[src/rtl/contatore_occorrenze_pkg.sv]
// Shared constants for the occurrence counter: handshake state encoding and default sizes.
package contatore_occorrenze_pkg;

  localparam int W_DEF      = 4;
  localparam int WINDOW_DEF = 8;

  localparam logic [1:0] H_IDLE    = 2'b00;
  localparam logic [1:0] H_OFFER   = 2'b01;
  localparam logic [1:0] H_RELEASE = 2'b10;

  // Width of the window counter; at least one bit even for the smallest window.
  function automatic int wcnt_width(input int window);
    return (window <= 2) ? 1 : $clog2(window);
  endfunction

endpackage

[src/rtl/contatore_occorrenze_if.sv]
// Result delivery bus between the occurrence counter (master) and its consumer (slave).
interface contatore_occorrenze_if #(
  parameter int W = 4
);

  // Four-phase handshake: consumer raises rfd; producer drops dav_ with count/sat
  // stable; consumer drops rfd to take the data; producer raises dav_; consumer
  // raises rfd again before the next offer. lost is a sticky side flag.
  logic         dav_;
  logic [W-1:0] count;
  logic         sat;
  logic         lost;
  logic         rfd;

  modport master (
    output dav_,
    output count,
    output sat,
    output lost,
    input  rfd
  );

  modport slave (
    input  dav_,
    input  count,
    input  sat,
    input  lost,
    output rfd
  );

endinterface

[src/rtl/contatore_occorrenze_accumulatore_finestra.sv]
// Free-running window counter and saturating pulse accumulator; flags the last cycle of each window.
module accumulatore_finestra
  import contatore_occorrenze_pkg::*;
#(
  parameter int W      = W_DEF,
  parameter int WINDOW = WINDOW_DEF
) (
  input  logic         clock,
  input  logic         reset_,
  input  logic         z,
  output logic         fine,
  output logic [W-1:0] res_count,
  output logic         res_sat
);

  localparam int            CW   = wcnt_width(WINDOW);
  localparam logic [CW-1:0] LAST = CW'(WINDOW - 1);
  localparam logic [W-1:0]  MAX  = '1;

  logic [CW-1:0] wcnt;
  logic [W-1:0]  acc;
  logic          accsat;

  assign fine = (wcnt == LAST);

  // Count including this cycle's pulse; doubles as the window result at window end.
  always_comb begin
    res_count = acc;
    if (z && (acc != MAX)) begin
      res_count = acc + W'(1);
    end
    res_sat = accsat | (res_count == MAX);
  end

  always_ff @(posedge clock or negedge reset_) begin
    if (!reset_) begin
      wcnt   <= '0;
      acc    <= '0;
      accsat <= 1'b0;
    end else if (fine) begin
      wcnt   <= '0;
      acc    <= '0;
      accsat <= 1'b0;
    end else begin
      wcnt   <= wcnt + CW'(1);
      acc    <= res_count;
      accsat <= res_sat;
    end
  end

endmodule

[src/rtl/contatore_occorrenze.sv]
// Counts z pulses per window and delivers each window's result over a four-phase dav_/rfd handshake.
module contatore_occorrenze
  import contatore_occorrenze_pkg::*;
#(
  parameter int W      = W_DEF,
  parameter int WINDOW = WINDOW_DEF
) (
  input  logic                    clock,
  input  logic                    reset_,
  input  logic                    z,
  contatore_occorrenze_if.master  hs,
  output logic [1:0]              dbg_stato
);

  logic         fine;
  logic [W-1:0] res_count;
  logic         res_sat;
  logic [1:0]   stato;
  logic         pending;
  logic         consume;

  accumulatore_finestra #(
    .W      (W),
    .WINDOW (WINDOW)
  ) u_acc (
    .clock     (clock),
    .reset_    (reset_),
    .z         (z),
    .fine      (fine),
    .res_count (res_count),
    .res_sat   (res_sat)
  );

  assign consume   = (stato == H_OFFER) && !hs.rfd;
  assign hs.dav_   = (stato != H_OFFER);
  assign dbg_stato = stato;

  always_ff @(posedge clock or negedge reset_) begin
    if (!reset_) begin
      stato    <= H_IDLE;
      pending  <= 1'b0;
      hs.count <= '0;
      hs.sat   <= 1'b0;
      hs.lost  <= 1'b0;
    end else begin
      case (stato)
        H_IDLE:    if (pending && hs.rfd) stato <= H_OFFER;
        H_OFFER:   if (!hs.rfd) stato <= H_RELEASE;
        H_RELEASE: if (hs.rfd) stato <= H_IDLE;
        default:   stato <= H_IDLE;
      endcase

      // A result being consumed on this edge frees the buffer for a coinciding window end.
      if (fine) begin
        if (!pending || consume) begin
          hs.count <= res_count;
          hs.sat   <= res_sat;
          pending  <= 1'b1;
        end else begin
          hs.lost  <= 1'b1;
        end
      end else if (consume) begin
        pending <= 1'b0;
      end
    end
  end

endmodule
[src/flat_wrapper.sv]
// flat-port wrapper written by rule: the top's interface ports become plain ports
module contatore_occorrenze_flat import contatore_occorrenze_pkg::*;
#(
  parameter int W      = W_DEF,
  parameter int WINDOW = WINDOW_DEF
)
  (clock, reset_, z, dbg_stato, hs_dav_, hs_count, hs_sat, hs_lost, hs_rfd);
  contatore_occorrenze_if #(.W(W)) hs_i ();
  input  logic clock;
  input  logic reset_;
  input  logic z;
  output logic [1:0] dbg_stato;
  output wire logic [$bits(hs_i.dav_)-1:0] hs_dav_;
  output wire logic [$bits(hs_i.count)-1:0] hs_count;
  output wire logic [$bits(hs_i.sat)-1:0] hs_sat;
  output wire logic [$bits(hs_i.lost)-1:0] hs_lost;
  input wire logic [$bits(hs_i.rfd)-1:0] hs_rfd;
  assign hs_dav_ = hs_i.dav_;
  assign hs_count = hs_i.count;
  assign hs_sat = hs_i.sat;
  assign hs_lost = hs_i.lost;
  assign hs_i.rfd = hs_rfd;
  contatore_occorrenze #(.W(W), .WINDOW(WINDOW)) u_core (.clock(clock), .reset_(reset_), .z(z), .hs(hs_i), .dbg_stato(dbg_stato));
endmodule
[config.mk]
export PLATFORM = sky130hd
export DESIGN_NAME = contatore_occorrenze_flat
export DESIGN_NICKNAME = d
export VERILOG_FILES = /design/src/rtl/contatore_occorrenze_pkg.sv /design/src/rtl/contatore_occorrenze_if.sv /design/src/rtl/contatore_occorrenze_accumulatore_finestra.sv /design/src/rtl/contatore_occorrenze.sv /design/src/flat_wrapper.sv
export SDC_FILE = /design/constraint.sdc
export NUM_CORES = 1
export LEC_CHECK = 0
export BUFFER_PORTS_ARGS = -buffer_cell sky130_fd_sc_hd__buf_2
export CORE_UTILIZATION = 45
export DETAILED_ROUTE_END_ITERATION = 10
export PLACE_DENSITY = 0.73
export SETUP_SLACK_MARGIN = 0.2
export SLEW_MARGIN = 20
export SYNTH_ARGS = -nofsm -noshare
export SYNTH_HDL_FRONTEND = slang
export SYNTH_HIERARCHICAL = 1
export SYNTH_SLANG_ARGS = --single-unit
[constraint.sdc]
create_clock -name clock -period 1.8 [get_ports clock]
set_clock_uncertainty 0.05 [all_clocks]
set_input_delay 0.27 -clock clock [delete_from_list [all_inputs] [get_ports clock]]
set_output_delay 0.27 -clock clock [all_outputs]
set_load 0.01 [all_outputs]
### Yosys cells after proc, flatten, opt, wreduce, memory -nomap -nowiden

Cells that the tools add are included.

* word-level logic and storage cells: 45
* bits in registers: 17
* input bits: 4
* output and inout port bits: 9

* equal/unequal tests: 10
* add/sub/neg operators: 2
* muxes and demuxes: 11
* reductions and logical operators: 12
* bitwise operators: 2

Operator list (number)
* 4-bit 2-to-1 mux: 2
* 2-bit 2-to-1 mux: 3
* 2-bit != test (second input constant): 3
* 2-bit one-hot mux with 3 select lines: 1
* 2-bit AND reduction: 3
* 4-bit by 1-bit adder with 4-bit output (second input constant): 1
* 4-bit equality test (second input constant): 1
* 1-bit 2-to-1 mux: 4
* 2-bit by 1-bit != test with 1-bit output (second input constant): 2
* 4-bit != test (second input constant): 1
* 3-bit by 1-bit adder with 3-bit output (second input constant): 1
* 3-bit equality test (second input constant): 1
* 1-bit logical AND: 3
* 3-bit 2-to-1 mux: 1
* 3-bit AND reduction: 1
* 2-bit by 1-bit equality test with 1-bit output (second input constant): 1
* 2-bit equality test (second input constant): 1
* 1-bit logical NOT: 2
* 2-bit logical NOT: 1
* 2-bit nonzero test: 1
* 1-bit logical OR: 1
* 1-bit NOT: 1
* 1-bit bitwise OR: 1

### Logic depth before layout (Yosys ltp)

* depth in word-level cells: 6
* gate-level depth with buffers: 5
* mapped depth without buffers: 5

### By module

Netlist, hierarchy kept.

By module, submodules not included
* accumulatore_finestra: sequential area each 200.2 µm², area each 449.2 µm², cells each 45, instances 1
* contatore_occorrenze: sequential area each 225.2 µm², area each 355.3 µm², cells each 25, instances 1

### Worst setup path before layout

OpenSTA, ideal clock, no wires.

* kind: register -> register
* start point: register u_core.u_acc.acc[0]
* end point: register u_core.hs.sat
* required time: 1625 ps
* setup slack: 166 ps
* buffers on the path: 0
* period minus slack after synthesis: 1634 ps
* cell stages (with the launch flop): 6
* setup time: 125 ps
* arrival: 1459 ps
* cell sequence: dfrtp_1 -> ha_1 -> nand3_1 -> a221oi_1 -> a211oi_1 -> mux2_2

* word-level cells in the longest chain between the ends: 5
* elaborated cells on any way between the ends: 6
* those cells by class: add/sub (1); eq/ne (2); mux (1); bitwise (1); reduce/logical (1)

Ends and longest elaborated chain
* from (decl): RTL line contatore_occorrenze_accumulatore_finestra.sv:21 `logic [W-1:0] acc;`
* from (signal assigned): RTL line contatore_occorrenze_accumulatore_finestra.sv:46 `acc <= res_count;`
* parallel branches: the longest is 2 deep, another holds 4-bit by 1-bit adder with 4-bit output
* 4-bit 2-to-1 mux *: RTL line contatore_occorrenze_accumulatore_finestra.sv:29 `if (z && (acc != MAX)) begin`
* 4-bit equality test *: RTL line contatore_occorrenze_accumulatore_finestra.sv:32 `res_sat = accsat | (res_count == MAX);`
* 1-bit bitwise OR *: RTL line contatore_occorrenze_accumulatore_finestra.sv:32
* named net u_core.res_sat: RTL line contatore_occorrenze.sv:17 `logic res_sat;`
* to (signal assigned): RTL line contatore_occorrenze.sv:57 `hs.sat <= res_sat;`
* to (decl): RTL line contatore_occorrenze_if.sv:18 `output sat,`

Mark *: on every way through the listed nets, which the timed path passes.
A chain may end at the register's enable or synchronous reset.

### Worst setup path in the final report

* start point: register u_core.u_acc.acc[1]
* end point: register u_core.hs.sat

Same word-level chain as after synthesis.

==> impl_results.md <==
* Max-slew headroom at 0.752
* Via density at 5.08
* CP max FO at 7
* Internal Power at 611 uW
* WP data arrival at 1.72 ns
* Clock power frac at 0.233
* Final instance area at 966 um^2
* Setup violators final at 0
* CTS tree: yes
* Syn Std Cell Area at 805 um^2
* Dpl ws at 0.0964 ns
* Clock latency on the worst-skew pair at 0.28 ns
* Final ANT Viol Nets at 0
* Warnings from Yosys at 6
* Cell count of the worst hold path at 2
* Port Buffers at 12
* Largest net degree at the start of global routing at 18
* Register area share after synthesis at 0.529
* Setup slack, reg-to-reg at 0.27 ns
* Initial Util at 0.505
* Worst r2r src: u_core/u_acc/acc[1]
* Worst-Margin Slew at 0.372 ns
* Tmin final at 1.53 ns
* Combinational Power Share at 0.210
* Flops & latches, synth at 17
* Clock-pin transition on the worst setup and hold timing paths at 0.10 ns
* Register area at 425 um^2
* Maximum clock frequency at 652 MHz
* CP max stage delay at 0.43 ns
* Clk root buf: clkbuf_4
* Syn avg cell area at 11.5 um^2
* Synthesized Nets at 77
* Critical path capture point type: flop
* Max_cap viols at 0
* Slowest stage cell, crit path: dfrtp_1
* Family with the most delay on the worst path: flip-flops
* Most common cell after layout, fill and taps aside: dfrtp_1
* IO Count at 13
* Peak supply drop at 0.576 mV
* Worst r2r dst: u_core/hs.sat
* Element type at the critical path start: flop
* Final setup TNS at 0 ns
* First-pass GRT wire length at 2.21 mm
* Final worst setup slack at 0.267 ns
* Power Dens Cells at 871 nW/um^2
* Die Wd at 44.3 um
* Sequential power share at 0.557
* Final Util at 0.606
* Maximum clock insertion buffer count at 2
* Post-layout nets at 97
* WHS Endpoint: u_core/dbg_stato[1]
* Net Sw Frac at 0.274
* P_sw at 231 uW
* RSZ-0062 raised after global routing: yes
* Area Growth Syn to Fin at 20.1%
* Worst Hold Launch: hs_rfd
* RD Place Congestion at 0.779
* Die Area at 1960 um^2
* Min-delay worst type: primary input to flop
* Worst EP required at 1.98 ns
* CP cell instances: ha_4 > or2_1 > o221a_1 > a211oi_1 > mux2_2
* Worst R2R Path Depth at 5
* Placement Cell Area at 905 um^2
* Fin crit share at 0.852
* Commonest non-fill, non-tap cells in the layout: dfrtp_1 (17), buf_2 (12), a21oi_1 (6), mux2_2 (6), nor2_1 (5)
* H-tree Lvls at 1
* CTS buffer count at 3
* Hold Fails Final Rpt at 0
* ANT cells at 0
* Hpwl dp at 1.04 mm
* DR pass1 iterations at 4
* Buf/Inv on CP at 0
* Global-route usage over all layers at 0.161
* Number of global-route vias before repair at 534
* GRT Residual Overflow at 0
* Clk sink count at 17
* Core Area at 1590 um^2
* Share of cells above drive strength 1 at 0.360
* Leakage at 0.000467 uW
* # rows at 14
* Post-synth cell types at 27
* Routed wire length at 1.41 mm
* Die H at 44.3 um
* Slew Viols, Final at 0
* DRC Markers at 0
* WHS at 0.119 ns
* Drt first-iter violations at 4
* Routed length per placed instance at 12.5 um
* Vias after detailed routing at 574
* Initial antenna violation count at 0
* Cells after Synth at 70
* Multi-input gate area in the final layout at 380 um^2
* Fill cells at 144
* Critical path class: flop to flop
* Status: finished clean
==> power by group through the flow <==
stage / Clock (uW) / Sequential [uW] / Combinational (uW)
floorplan: 0 / 497 / 75.9
global placement: 0 / 470 / 172
detailed placement: 0 / 475 / 178
CTS: 207 / 467 / 180
global route: 222 / 474 / 194
finish: 196 / 468 / 177
==> synth_stat cells, drive strengths merged <==
cell type  number  share of area
and3            2          0.022
a21o            1         0.0093
a2111oi         1          0.019
inv             3          0.014
o21ai           3          0.023
a21oi           6          0.037
nor2            5          0.023
dfrtp          17           0.53
or2             2          0.016
a31oi           1         0.0078
a211oi          2          0.019
nor3b           2          0.025
mux2            6          0.084
nand4           1         0.0078
ha              3          0.047
o221a           1          0.014
nor2b           2          0.016
a221oi          1          0.011
nand3           3          0.019
nand2           4          0.019
nand2b          1         0.0078
or2b            2          0.019
buf             1          0.014
==> state kept, by name, summed over array words and instances, names as in the netlist <==
register,flops
u_core/u_acc/wcnt,3
u_core/hs.count,4
u_core/u_acc/acc,4
u_core/hs.sat,1
u_core/pending,1
u_core/hs.lost,1
u_core/u_acc/accsat,1
u_core/dbg_stato,2
==> what timing repair did <==
| item | in CTS | in global routing |
|---|---|---|
| gates resized for setup | 1 | 2 |
| hold buffers | 1 | 0 |
| endpoints found under the hold margin | 17 | 0 |
| pin swaps | 0 | 1 |
| setup endpoints to repair | 2 | 2 |
| setup buffers | 1 | 0 |
==> layout make-up <==
class,instances,share of cell area
clock buffer,4,0.0272
inverter,3,0.0117
multi-input combinational,49,0.394
sequential,17,0.440
tap,24,0.0311
timing repair buffer,16,0.0959
==> logic make-up after synthesis <==
family,share of synthesized area
fa+ha+maj,0.0467
mux,0.0840
compound gates,0.140
buf+inv,0.0280
simple gates,0.173
flops,0.529
==> stage by stage <==
step / instances / total power, uW
2_1_floorplan: 70 / 573
3_3_place_gp: 107 / 642
3_5_place_dp: 107 / 653
4_1_cts: 113 / 855
5_1_grt: 113 / 889
6_report: 113 / 842
==> worst max path at each step <==
stage,slack [ns],cells past startpoint,endpoint,startpoint
finish,0.27,5,u_core/hs.sat,u_core/u_acc/acc[1]
global route,0.18,5,u_core/hs.sat,u_core/u_acc/acc[0]
detailed placement,0.1,5,u_core/hs.sat,u_core/u_acc/acc[1]
floorplan,0.22,5,u_core/hs.sat,u_core/u_acc/acc[0]
CTS,0.21,5,u_core/hs.sat,u_core/u_acc/acc[0]
global placement,0.17,5,u_core/hs.sat,u_core/u_acc/acc[1]
==> layer usage <==
| metal | vias to the layer above | GRT usage | share of wire |
|---|---|---|---|
| met5 | - | 0 | 0 |
| li1 | 293 | - | - |
| met1 | 268 | 0.199 | 0.51 |
| met4 | 0 | 0.0909 | 0.0071 |
| met3 | 2 | 0.0367 | 0.024 |
| met2 | 11 | 0.259 | 0.45 |
(Power assumes the default switching activity.)
